--- src/rtl/dsp48a1_pkg.sv ---
// Shared constants for the DSP48A1 slice: OPMODE bit positions, X/Z mux
// select encodings and the attribute strings for CARRYINSEL / B_INPUT.
package dsp48a1_pkg;

   localparam int OPM_X_LO      = 0;
   localparam int OPM_Z_LO      = 2;
   localparam int OPM_PREADD_EN = 4;
   localparam int OPM_CIN       = 5;
   localparam int OPM_PRESUB    = 6;
   localparam int OPM_POSTSUB   = 7;

   typedef enum logic [1:0] {
      X_ZERO = 2'b00,
      X_M    = 2'b01,
      X_P    = 2'b10,
      X_DAB  = 2'b11
   } xsel_e;

   typedef enum logic [1:0] {
      Z_ZERO = 2'b00,
      Z_PCIN = 2'b01,
      Z_P    = 2'b10,
      Z_C    = 2'b11
   } zsel_e;

   // Attribute strings are held right-justified in a fixed 8-character field
   localparam int STRW = 64;
   localparam logic [STRW-1:0] CIS_OPMODE5 = "OPMODE5";
   localparam logic [STRW-1:0] CIS_CARRYIN = "CARRYIN";
   localparam logic [STRW-1:0] BIN_DIRECT  = "DIRECT";
   localparam logic [STRW-1:0] BIN_CASCADE = "CASCADE";

endpackage

--- src/rtl/dsp48a1_if.sv ---
// Data/control bundle of the DSP48A1 slice: clock enables, operands,
// cascade ports and results. Clock and per-stage resets stay outside.
interface dsp48a1_if;
   logic        cea, ceb, cec, ced, cem, cep, cecarryin, ceopmode;
   logic [17:0] a, b, d, bcin;
   logic [47:0] c, pcin;
   logic        carryin;
   logic [7:0]  opmode;
   logic [17:0] bcout;
   logic [35:0] m;
   logic [47:0] p, pcout;
   logic        carryout, carryoutf;

   modport master (
      output cea, ceb, cec, ced, cem, cep, cecarryin, ceopmode,
      output a, b, d, bcin, c, pcin, carryin, opmode,
      input  bcout, m, p, pcout, carryout, carryoutf
   );

   modport slave (
      input  cea, ceb, cec, ced, cem, cep, cecarryin, ceopmode,
      input  a, b, d, bcin, c, pcin, carryin, opmode,
      output bcout, m, p, pcout, carryout, carryoutf
   );
endinterface

--- src/rtl/dsp48a1_reg_mux.sv ---
// Optional pipeline register with clock enable and reset, or a straight
// wire when REG=0 (CE/RST then have no effect).
module dsp_reg_mux #(
   parameter int WIDTH        = 18,
   parameter int RSTTYPE_SYNC = 1,
   parameter int REG          = 1
) (
   input  logic             i_clk,
   input  logic             i_rst,
   input  logic             i_ce,
   input  logic [WIDTH-1:0] i_d,
   output logic [WIDTH-1:0] o_q
);

   generate
      if (REG != 0) begin : g_reg
         logic [WIDTH-1:0] r_q;
         if (RSTTYPE_SYNC != 0) begin : g_sync
            always_ff @(posedge i_clk) begin
               if (i_rst)     r_q <= '0;
               else if (i_ce) r_q <= i_d;
            end
         end else begin : g_async
            always_ff @(posedge i_clk or posedge i_rst) begin
               if (i_rst)     r_q <= '0;
               else if (i_ce) r_q <= i_d;
            end
         end
         assign o_q = r_q;
      end else begin : g_bypass
         assign o_q = i_d;
         wire w_unused = ^{i_clk, i_rst, i_ce};
      end
   endgenerate

endmodule

--- src/rtl/dsp48a1.sv ---
// Spartan-6 style DSP48A1 slice: D+/-B pre-adder, 18x18 unsigned multiplier,
// 48-bit post-adder with B/P cascade. Define DSP48A1_BCIN_CASCADE_EN to honour B_INPUT="CASCADE".
module dsp48a1
   import dsp48a1_pkg::*;
#(
   parameter int A0REG       = 0,
   parameter int A1REG       = 1,
   parameter int B0REG       = 0,
   parameter int B1REG       = 1,
   parameter int CREG        = 1,
   parameter int DREG        = 1,
   parameter int MREG        = 1,
   parameter int PREG        = 1,
   parameter int OPMODEREG   = 1,
   parameter int CARRYINREG  = 1,
   parameter int CARRYOUTREG = 1,
   parameter logic [STRW-1:0] CARRYINSEL = CIS_OPMODE5,
   parameter logic [STRW-1:0] B_INPUT    = BIN_DIRECT
) (
   input  logic i_clk,
   input  logic i_rsta,
   input  logic i_rstb,
   input  logic i_rstc,
   input  logic i_rstd,
   input  logic i_rstm,
   input  logic i_rstp,
   input  logic i_rstcarryin,
   input  logic i_rstopmode,
   dsp48a1_if.slave bus
);

   // Anything other than "CARRYIN" falls back to OPMODE[5]
   localparam bit USE_CIN_PORT = (CARRYINSEL == CIS_CARRYIN);

   logic [7:0]  w_opm;
   logic [17:0] w_a0, w_a1, w_b0_in, w_b0, w_b1_in, w_b1, w_d, w_preadd;
   logic [35:0] w_mult, w_m;
   logic [47:0] w_c, w_x, w_z, w_p;
   logic [48:0] w_post;
   logic        w_cyi_in, w_cyi, w_cyo;

   dsp_reg_mux #(.WIDTH(8), .RSTTYPE_SYNC(1), .REG(OPMODEREG)) u_opm (
      .i_clk, .i_rst(i_rstopmode), .i_ce(bus.ceopmode), .i_d(bus.opmode), .o_q(w_opm));

   dsp_reg_mux #(.WIDTH(18), .RSTTYPE_SYNC(1), .REG(A0REG)) u_a0 (
      .i_clk, .i_rst(i_rsta), .i_ce(bus.cea), .i_d(bus.a), .o_q(w_a0));
   dsp_reg_mux #(.WIDTH(18), .RSTTYPE_SYNC(1), .REG(A1REG)) u_a1 (
      .i_clk, .i_rst(i_rsta), .i_ce(bus.cea), .i_d(w_a0), .o_q(w_a1));

`ifdef DSP48A1_BCIN_CASCADE_EN
   assign w_b0_in = (B_INPUT == BIN_CASCADE) ? bus.bcin : bus.b;
`else
   assign w_b0_in = bus.b;
   wire w_unused_bcin = ^{bus.bcin, B_INPUT};
`endif

   dsp_reg_mux #(.WIDTH(18), .RSTTYPE_SYNC(1), .REG(B0REG)) u_b0 (
      .i_clk, .i_rst(i_rstb), .i_ce(bus.ceb), .i_d(w_b0_in), .o_q(w_b0));
   dsp_reg_mux #(.WIDTH(18), .RSTTYPE_SYNC(1), .REG(DREG)) u_d (
      .i_clk, .i_rst(i_rstd), .i_ce(bus.ced), .i_d(bus.d), .o_q(w_d));

   // Pre-adder wraps mod 2^18 by construction of the 18-bit result
   assign w_preadd = w_opm[OPM_PRESUB] ? (w_d - w_b0) : (w_d + w_b0);
   assign w_b1_in  = w_opm[OPM_PREADD_EN] ? w_preadd : w_b0;

   dsp_reg_mux #(.WIDTH(18), .RSTTYPE_SYNC(1), .REG(B1REG)) u_b1 (
      .i_clk, .i_rst(i_rstb), .i_ce(bus.ceb), .i_d(w_b1_in), .o_q(w_b1));

   assign w_mult = {18'd0, w_a1} * {18'd0, w_b1};

   dsp_reg_mux #(.WIDTH(36), .RSTTYPE_SYNC(1), .REG(MREG)) u_m (
      .i_clk, .i_rst(i_rstm), .i_ce(bus.cem), .i_d(w_mult), .o_q(w_m));
   dsp_reg_mux #(.WIDTH(48), .RSTTYPE_SYNC(1), .REG(CREG)) u_c (
      .i_clk, .i_rst(i_rstc), .i_ce(bus.cec), .i_d(bus.c), .o_q(w_c));

   assign w_cyi_in = USE_CIN_PORT ? bus.carryin : w_opm[OPM_CIN];

   dsp_reg_mux #(.WIDTH(1), .RSTTYPE_SYNC(1), .REG(CARRYINREG)) u_cyi (
      .i_clk, .i_rst(i_rstcarryin), .i_ce(bus.cecarryin), .i_d(w_cyi_in), .o_q(w_cyi));

   always_comb begin
      w_x = '0;
      case (xsel_e'(w_opm[OPM_X_LO +: 2]))
         X_ZERO:  w_x = '0;
         X_M:     w_x = {12'd0, w_m};
         X_P:     w_x = w_p;
         X_DAB:   w_x = {w_d[11:0], w_a1, w_b1};
         default: w_x = '0;
      endcase
   end

   always_comb begin
      w_z = '0;
      case (zsel_e'(w_opm[OPM_Z_LO +: 2]))
         Z_ZERO:  w_z = '0;
         Z_PCIN:  w_z = bus.pcin;
         Z_P:     w_z = w_p;
         Z_C:     w_z = w_c;
         default: w_z = '0;
      endcase
   end

   // 49-bit result: bit 48 is the carry on add and the borrow on subtract
   assign w_post = w_opm[OPM_POSTSUB]
                 ? ({1'b0, w_z} - ({1'b0, w_x} + {48'd0, w_cyi}))
                 : ({1'b0, w_z} + {1'b0, w_x} + {48'd0, w_cyi});

   dsp_reg_mux #(.WIDTH(48), .RSTTYPE_SYNC(1), .REG(PREG)) u_p (
      .i_clk, .i_rst(i_rstp), .i_ce(bus.cep), .i_d(w_post[47:0]), .o_q(w_p));
   dsp_reg_mux #(.WIDTH(1), .RSTTYPE_SYNC(1), .REG(CARRYOUTREG)) u_cyo (
      .i_clk, .i_rst(i_rstcarryin), .i_ce(bus.cecarryin), .i_d(w_post[48]), .o_q(w_cyo));

   assign bus.bcout     = w_b1;
   assign bus.m         = w_m;
   assign bus.p         = w_p;
   assign bus.pcout     = w_p;
   assign bus.carryout  = w_cyo;
   assign bus.carryoutf = w_cyo;

endmodule

--- src/flat_wrapper.sv ---
// flat-port wrapper written by rule: the top's interface ports become plain ports
module dsp48a1_flat import dsp48a1_pkg::*;
#(
   parameter int A0REG       = 0,
   parameter int A1REG       = 1,
   parameter int B0REG       = 0,
   parameter int B1REG       = 1,
   parameter int CREG        = 1,
   parameter int DREG        = 1,
   parameter int MREG        = 1,
   parameter int PREG        = 1,
   parameter int OPMODEREG   = 1,
   parameter int CARRYINREG  = 1,
   parameter int CARRYOUTREG = 1,
   parameter logic [STRW-1:0] CARRYINSEL = CIS_OPMODE5,
   parameter logic [STRW-1:0] B_INPUT    = BIN_DIRECT
)
  (i_clk, i_rsta, i_rstb, i_rstc, i_rstd, i_rstm, i_rstp, i_rstcarryin, i_rstopmode, bus_cea, bus_ceb, bus_cec, bus_ced, bus_cem, bus_cep, bus_cecarryin, bus_ceopmode, bus_a, bus_b, bus_d, bus_bcin, bus_c, bus_pcin, bus_carryin, bus_opmode, bus_bcout, bus_m, bus_p, bus_pcout, bus_carryout, bus_carryoutf);
  dsp48a1_if bus_i ();
  input  logic i_clk;
  input  logic i_rsta;
  input  logic i_rstb;
  input  logic i_rstc;
  input  logic i_rstd;
  input  logic i_rstm;
  input  logic i_rstp;
  input  logic i_rstcarryin;
  input  logic i_rstopmode;
  input wire logic [$bits(bus_i.cea)-1:0] bus_cea;
  input wire logic [$bits(bus_i.ceb)-1:0] bus_ceb;
  input wire logic [$bits(bus_i.cec)-1:0] bus_cec;
  input wire logic [$bits(bus_i.ced)-1:0] bus_ced;
  input wire logic [$bits(bus_i.cem)-1:0] bus_cem;
  input wire logic [$bits(bus_i.cep)-1:0] bus_cep;
  input wire logic [$bits(bus_i.cecarryin)-1:0] bus_cecarryin;
  input wire logic [$bits(bus_i.ceopmode)-1:0] bus_ceopmode;
  input wire logic [$bits(bus_i.a)-1:0] bus_a;
  input wire logic [$bits(bus_i.b)-1:0] bus_b;
  input wire logic [$bits(bus_i.d)-1:0] bus_d;
  input wire logic [$bits(bus_i.bcin)-1:0] bus_bcin;
  input wire logic [$bits(bus_i.c)-1:0] bus_c;
  input wire logic [$bits(bus_i.pcin)-1:0] bus_pcin;
  input wire logic [$bits(bus_i.carryin)-1:0] bus_carryin;
  input wire logic [$bits(bus_i.opmode)-1:0] bus_opmode;
  output wire logic [$bits(bus_i.bcout)-1:0] bus_bcout;
  output wire logic [$bits(bus_i.m)-1:0] bus_m;
  output wire logic [$bits(bus_i.p)-1:0] bus_p;
  output wire logic [$bits(bus_i.pcout)-1:0] bus_pcout;
  output wire logic [$bits(bus_i.carryout)-1:0] bus_carryout;
  output wire logic [$bits(bus_i.carryoutf)-1:0] bus_carryoutf;
  assign bus_i.cea = bus_cea;
  assign bus_i.ceb = bus_ceb;
  assign bus_i.cec = bus_cec;
  assign bus_i.ced = bus_ced;
  assign bus_i.cem = bus_cem;
  assign bus_i.cep = bus_cep;
  assign bus_i.cecarryin = bus_cecarryin;
  assign bus_i.ceopmode = bus_ceopmode;
  assign bus_i.a = bus_a;
  assign bus_i.b = bus_b;
  assign bus_i.d = bus_d;
  assign bus_i.bcin = bus_bcin;
  assign bus_i.c = bus_c;
  assign bus_i.pcin = bus_pcin;
  assign bus_i.carryin = bus_carryin;
  assign bus_i.opmode = bus_opmode;
  assign bus_bcout = bus_i.bcout;
  assign bus_m = bus_i.m;
  assign bus_p = bus_i.p;
  assign bus_pcout = bus_i.pcout;
  assign bus_carryout = bus_i.carryout;
  assign bus_carryoutf = bus_i.carryoutf;
  dsp48a1 #(.A0REG(A0REG), .A1REG(A1REG), .B0REG(B0REG), .B1REG(B1REG), .CREG(CREG), .DREG(DREG), .MREG(MREG), .PREG(PREG), .OPMODEREG(OPMODEREG), .CARRYINREG(CARRYINREG), .CARRYOUTREG(CARRYOUTREG), .CARRYINSEL(CARRYINSEL), .B_INPUT(B_INPUT)) u_core (.i_clk(i_clk), .i_rsta(i_rsta), .i_rstb(i_rstb), .i_rstc(i_rstc), .i_rstd(i_rstd), .i_rstm(i_rstm), .i_rstp(i_rstp), .i_rstcarryin(i_rstcarryin), .i_rstopmode(i_rstopmode), .bus(bus_i));
endmodule
--- config.mk ---
export PLATFORM = sky130hd
export DESIGN_NAME = dsp48a1_flat
export DESIGN_NICKNAME = d
export VERILOG_FILES = /design/src/rtl/dsp48a1_pkg.sv /design/src/rtl/dsp48a1_if.sv /design/src/rtl/dsp48a1_reg_mux.sv /design/src/rtl/dsp48a1.sv /design/src/flat_wrapper.sv
export SDC_FILE = /design/constraint.sdc
export NUM_CORES = 2
export LEC_CHECK = 0
export CAP_MARGIN = 5
export CORE_ASPECT_RATIO = 1.25
export CORE_MARGIN = 5
export CORE_UTILIZATION = 63
export DETAILED_ROUTE_END_ITERATION = 6
export GPL_ROUTABILITY_DRIVEN = 0
export GPL_TIMING_DRIVEN = 0
export PLACE_DENSITY_LB_ADDON = 0.1
export SYNTH_ARGS = -nofsm -noshare
export SYNTH_HDL_FRONTEND = slang
export SYNTH_SLANG_ARGS = --single-unit
--- constraint.sdc ---
create_clock -name i_clk -period 19.1 [get_ports i_clk]
set_clock_uncertainty 0.15 [all_clocks]
set_input_delay 3.82 -clock i_clk [delete_from_list [all_inputs] [get_ports i_clk]]
set_output_delay 3.82 -clock i_clk [all_outputs]
set_load 0.05 [all_outputs]
==> impl_metrics.tcl <==
set metrics [dict create \
    finalMaxSlewViolations 0 \
    setup_viol 0 \
    grt_pass1_vias 27163 \
    die_area_sq_um 47500 \
    final_common_cell "inv_1" \
    syn-num-nets 3998 \
    slowest_delay_ns 0.85 \
    initial_core_util 0.635 \
    viasPerCell 6.18 \
    tritoncts "built" \
    cts_setup_buffers 0 \
    violations "DRC" \
    drt_iter0_drc 2445 \
    final_layout_size_suffix_gt1_frac 0.0522 \
    clock_sinks 196 \
    clkTransAtPathRegs_ns 0.08 \
    first_pass_iters 7 \
    clock_latency_ns 0.48 \
    max_cap_viol_count 0 \
    row_count 85 \
    setup.worst_path.start_class "flip-flop" \
    min_period_ns 8.91 \
    crit_arrival_ns 9.11 \
    synthArstFlopShare 0 \
    worst_slew_pin_slew_ns 1.27 \
    p_total_mw 1.96 \
    dp_hpwl_mm 77.3 \
    outcome "complete, but fails checks" \
    most-common-layout-cells "inv_1, clkdlybuf4s50_1, nor2_1" \
    cp.required_ns 19.30 \
    clockBufferDepth 2 \
    hold_viol 0 \
    area_delta_synth_final_pct 16.5 \
    dieWidth_um 196 \
    post_cts_resize_count 0 \
    grt_pass1_wl_mm 146 \
    syn_area_sq_um 27200 \
    ir_worst_vdd_uv 70.8 \
    antenna_left 0 \
    total_leakage_power_nw 14.8 \
    final_net_count 4333 \
    grt_max_degree 21 \
    synth-seq-cells 196 \
    p_per_area_nw_per_um2 61.9 \
    synthCells 3276 \
    drt-total-wl_mm 94.8 \
    htreeDepth 4 \
    portBuffers 316 \
    core_area_sq_um 42900 \
    fin_util 0.740 \
    wire_per_inst_um 22.6 \
    via_count 25935 \
    yosys_most_used_dff "dfxtp_1" \
    fillers 3307 \
    crit_chain "clkbuf_1 > clkbuf_1 > nand2_1 > fa_1 > inv_1 > fa_1 > fa_1 > inv_1 > fa_1 > fa_1 > fa_1 > inv_1 > ha_1 > a21o_1 > a21oi_1 > o21ai_0 > a221oi_1 > o21ai_0 > a2111oi_0 > o311a_1 > a21oi_1 > xnor2_1 > o21ai_0" \
    gr-total-overflow 0 \
    worstSetupEndpointType "flip-flop" \
    synth-edff-count 0 \
    crit_type "flip-flop to flip-flop" \
    drc 7 \
    antenna_found_initial 7 \
    cts_buffers 17 \
    cts-root-buf "clkbuf_16" \
    rsz0062_at_grt "no" \
    avgSynthCellArea_sq_um 8.30 \
    synth_cell_type_count 77 \
    synth_warnings 0 \
    track_usage 0.392 \
    crit_top_cell "fa_1" \
    maxClockFrequency_mhz 112 \
    slew_headroom 0.154 \
    critical-path-slowest-cell "a2111oi_0" \
    fin_crit_sh 0.467 \
    cp_max_fo 10 \
    hold_class "flip-flop to flip-flop" \
    ios 346 \
    setup-tns-final_ns 0 \
    synth.yosys.seq_area_share 0.144 \
    die_y_um 242 \
    hold_buffers 0 \
]
-- metal layers --
| metal | part of all wire | GRT usage | vias to the layer above |
|---|---|---|---|
| met2 | 0.47 | 0.643 | 1659 |
| met3 | 0.10 | 0.0967 | 507 |
| met4 | 0.098 | 0.319 | 2 |
| met1 | 0.33 | 0.426 | 12321 |
| met5 | 0.00014 | 0 | - |
| li1 | - | - | 11446 |
-- cell families (layout without fill, tap and decap cells) --
logic type,Yosys count,after routing,share of synthesized area
flip-flops,196,196,0.144
multiplexers,234,234,0.0899
AND/OR/NAND/NOR,891,891,0.152
other,0,6,0
XOR/XNOR,133,133,0.0428
adder cells (fa/ha/maj),528,528,0.315
AO/OA/AOI/OAI,613,613,0.155
buffers and inverters,681,1029,0.101
-- worst paths after layout --
kind,startpoint,endpoint,slack [ns],cells after the start
setup / recovery,u_core.u_b1.o_q[9]$_SDFFE_PP0P_,u_core.u_m.o_q[32]$_SDFFE_PP0P_,10.19,23
hold / removal,u_core.u_c.o_q[14]$_SDFFE_PP0P_,u_core.u_c.o_q[14]$_SDFFE_PP0P_,0.35,2
setup reg to reg,u_core.u_b1.o_q[9]$_SDFFE_PP0P_,u_core.u_m.o_q[32]$_SDFFE_PP0P_,10.19,23
hold reg to reg,u_core.u_c.o_q[14]$_SDFFE_PP0P_,u_core.u_c.o_q[14]$_SDFFE_PP0P_,0.35,2
-- registers in the layout, indices dropped and copies added (netlist names) --
| signal | count |
|---|---|
| u_core.u_c.o_q | 48 |
| u_core.u_d.o_q | 18 |
| u_core.u_a1.o_q | 18 |
| u_core.u_cyi.o_q | 1 |
| u_core.u_p.o_q | 48 |
| u_core.u_cyo.o_q | 1 |
| u_core.u_m.o_q | 36 |
| u_core.u_b1.o_q | 18 |
| u_core.u_opm.o_q | 8 |
-- power breakdown --
group          switching, mW  internal [mW]  leakage (nW)  total (mW)
clock network          0.196          0.189         0.293       0.385
registers             0.0513          0.445          1.62       0.496
logic                  0.656          0.425          12.9        1.08
-- cell usage after synthesis (6+ instances only) --
library cell	instances	share of area
o31ai_1	7	0.0019
and3_1	13	0.0030
nor3_1	29	0.0053
a21oi_1	154	0.028
xnor2_1	82	0.026
buf_1	26	0.0036
nor4_1	7	0.0016
o211ai_1	11	0.0030
buf_2	8	0.0015
a211o_1	6	0.0019
dfxtp_1	196	0.14
mux2i_1	151	0.056
nand2b_1	28	0.0064
clkbuf_1	164	0.023
nand3b_1	6	0.0017
and2_1	135	0.031
a311oi_1	10	0.0032
o22ai_1	8	0.0018
nor3b_1	6	0.0017
mux2_2	83	0.034
xor2_1	51	0.016
a2111oi_0	8	0.0026
ha_1	267	0.12
inv_1	434	0.060
nor2_1	284	0.039
o21a_1	16	0.0044
a21boi_0	6	0.0017
nand2_1	280	0.039
o21ai_1	6	0.0011
o21ai_0	90	0.017
o21bai_1	24	0.0066
a21o_1	78	0.022
nand3_1	30	0.0055
nand4_1	18	0.0041
buf_4	49	0.014
o311ai_0	6	0.0019
a211oi_1	44	0.012
or3_1	8	0.0018
nor2b_1	30	0.0069
a31oi_1	16	0.0037
fa_1	261	0.19
a22o_1	80	0.026
-- final cells by class --
| class | count | area, sq um | share of cell area |
|---|---|---|---|
| sequential | 196 | 3920 | 0.124 |
| clock buffer | 17 | 425 | 0.0134 |
| multi-input combinational | 2399 | 20500 | 0.647 |
| timing repair buffer | 316 | 3160 | 0.0998 |
| inverter | 434 | 1630 | 0.0514 |
| buffer | 247 | 1120 | 0.0354 |
| clock inverter | 15 | 190 | 0.00600 |
| antenna | 6 | 15.0 | 0.000474 |
| tap | 565 | 707 | 0.0223 |
-- critical path, delay by kind of cell (launching register included) --
| family | cells | cell delay [ns] |
|---|---|---|
| buffers and inverters | 5 | 1.48 |
| flip-flops | 1 | 0.50 |
| AND/OR/NAND/NOR | 1 | 0.17 |
| adder cells (fa/ha/maj) | 7 | 3.33 |
| AO/OA/AOI/OAI | 9 | 2.84 |
| XOR/XNOR | 1 | 0.28 |
-- per-stage QoR --
stage	worst slack, ns	hold WS (ns)	instance area, sq um	instances
final	10.19	0.346	31700	4195
after global routing	9.97	0.377	31700	4195
after CTS	10.47	0.351	31700	4189
after detailed placement	10.44	0.328	31100	4157
after global placement	10.51	0.316	31100	4157
after floorplan	11.52	0.304	27200	3276
Power figures use the tool's default switching activity.
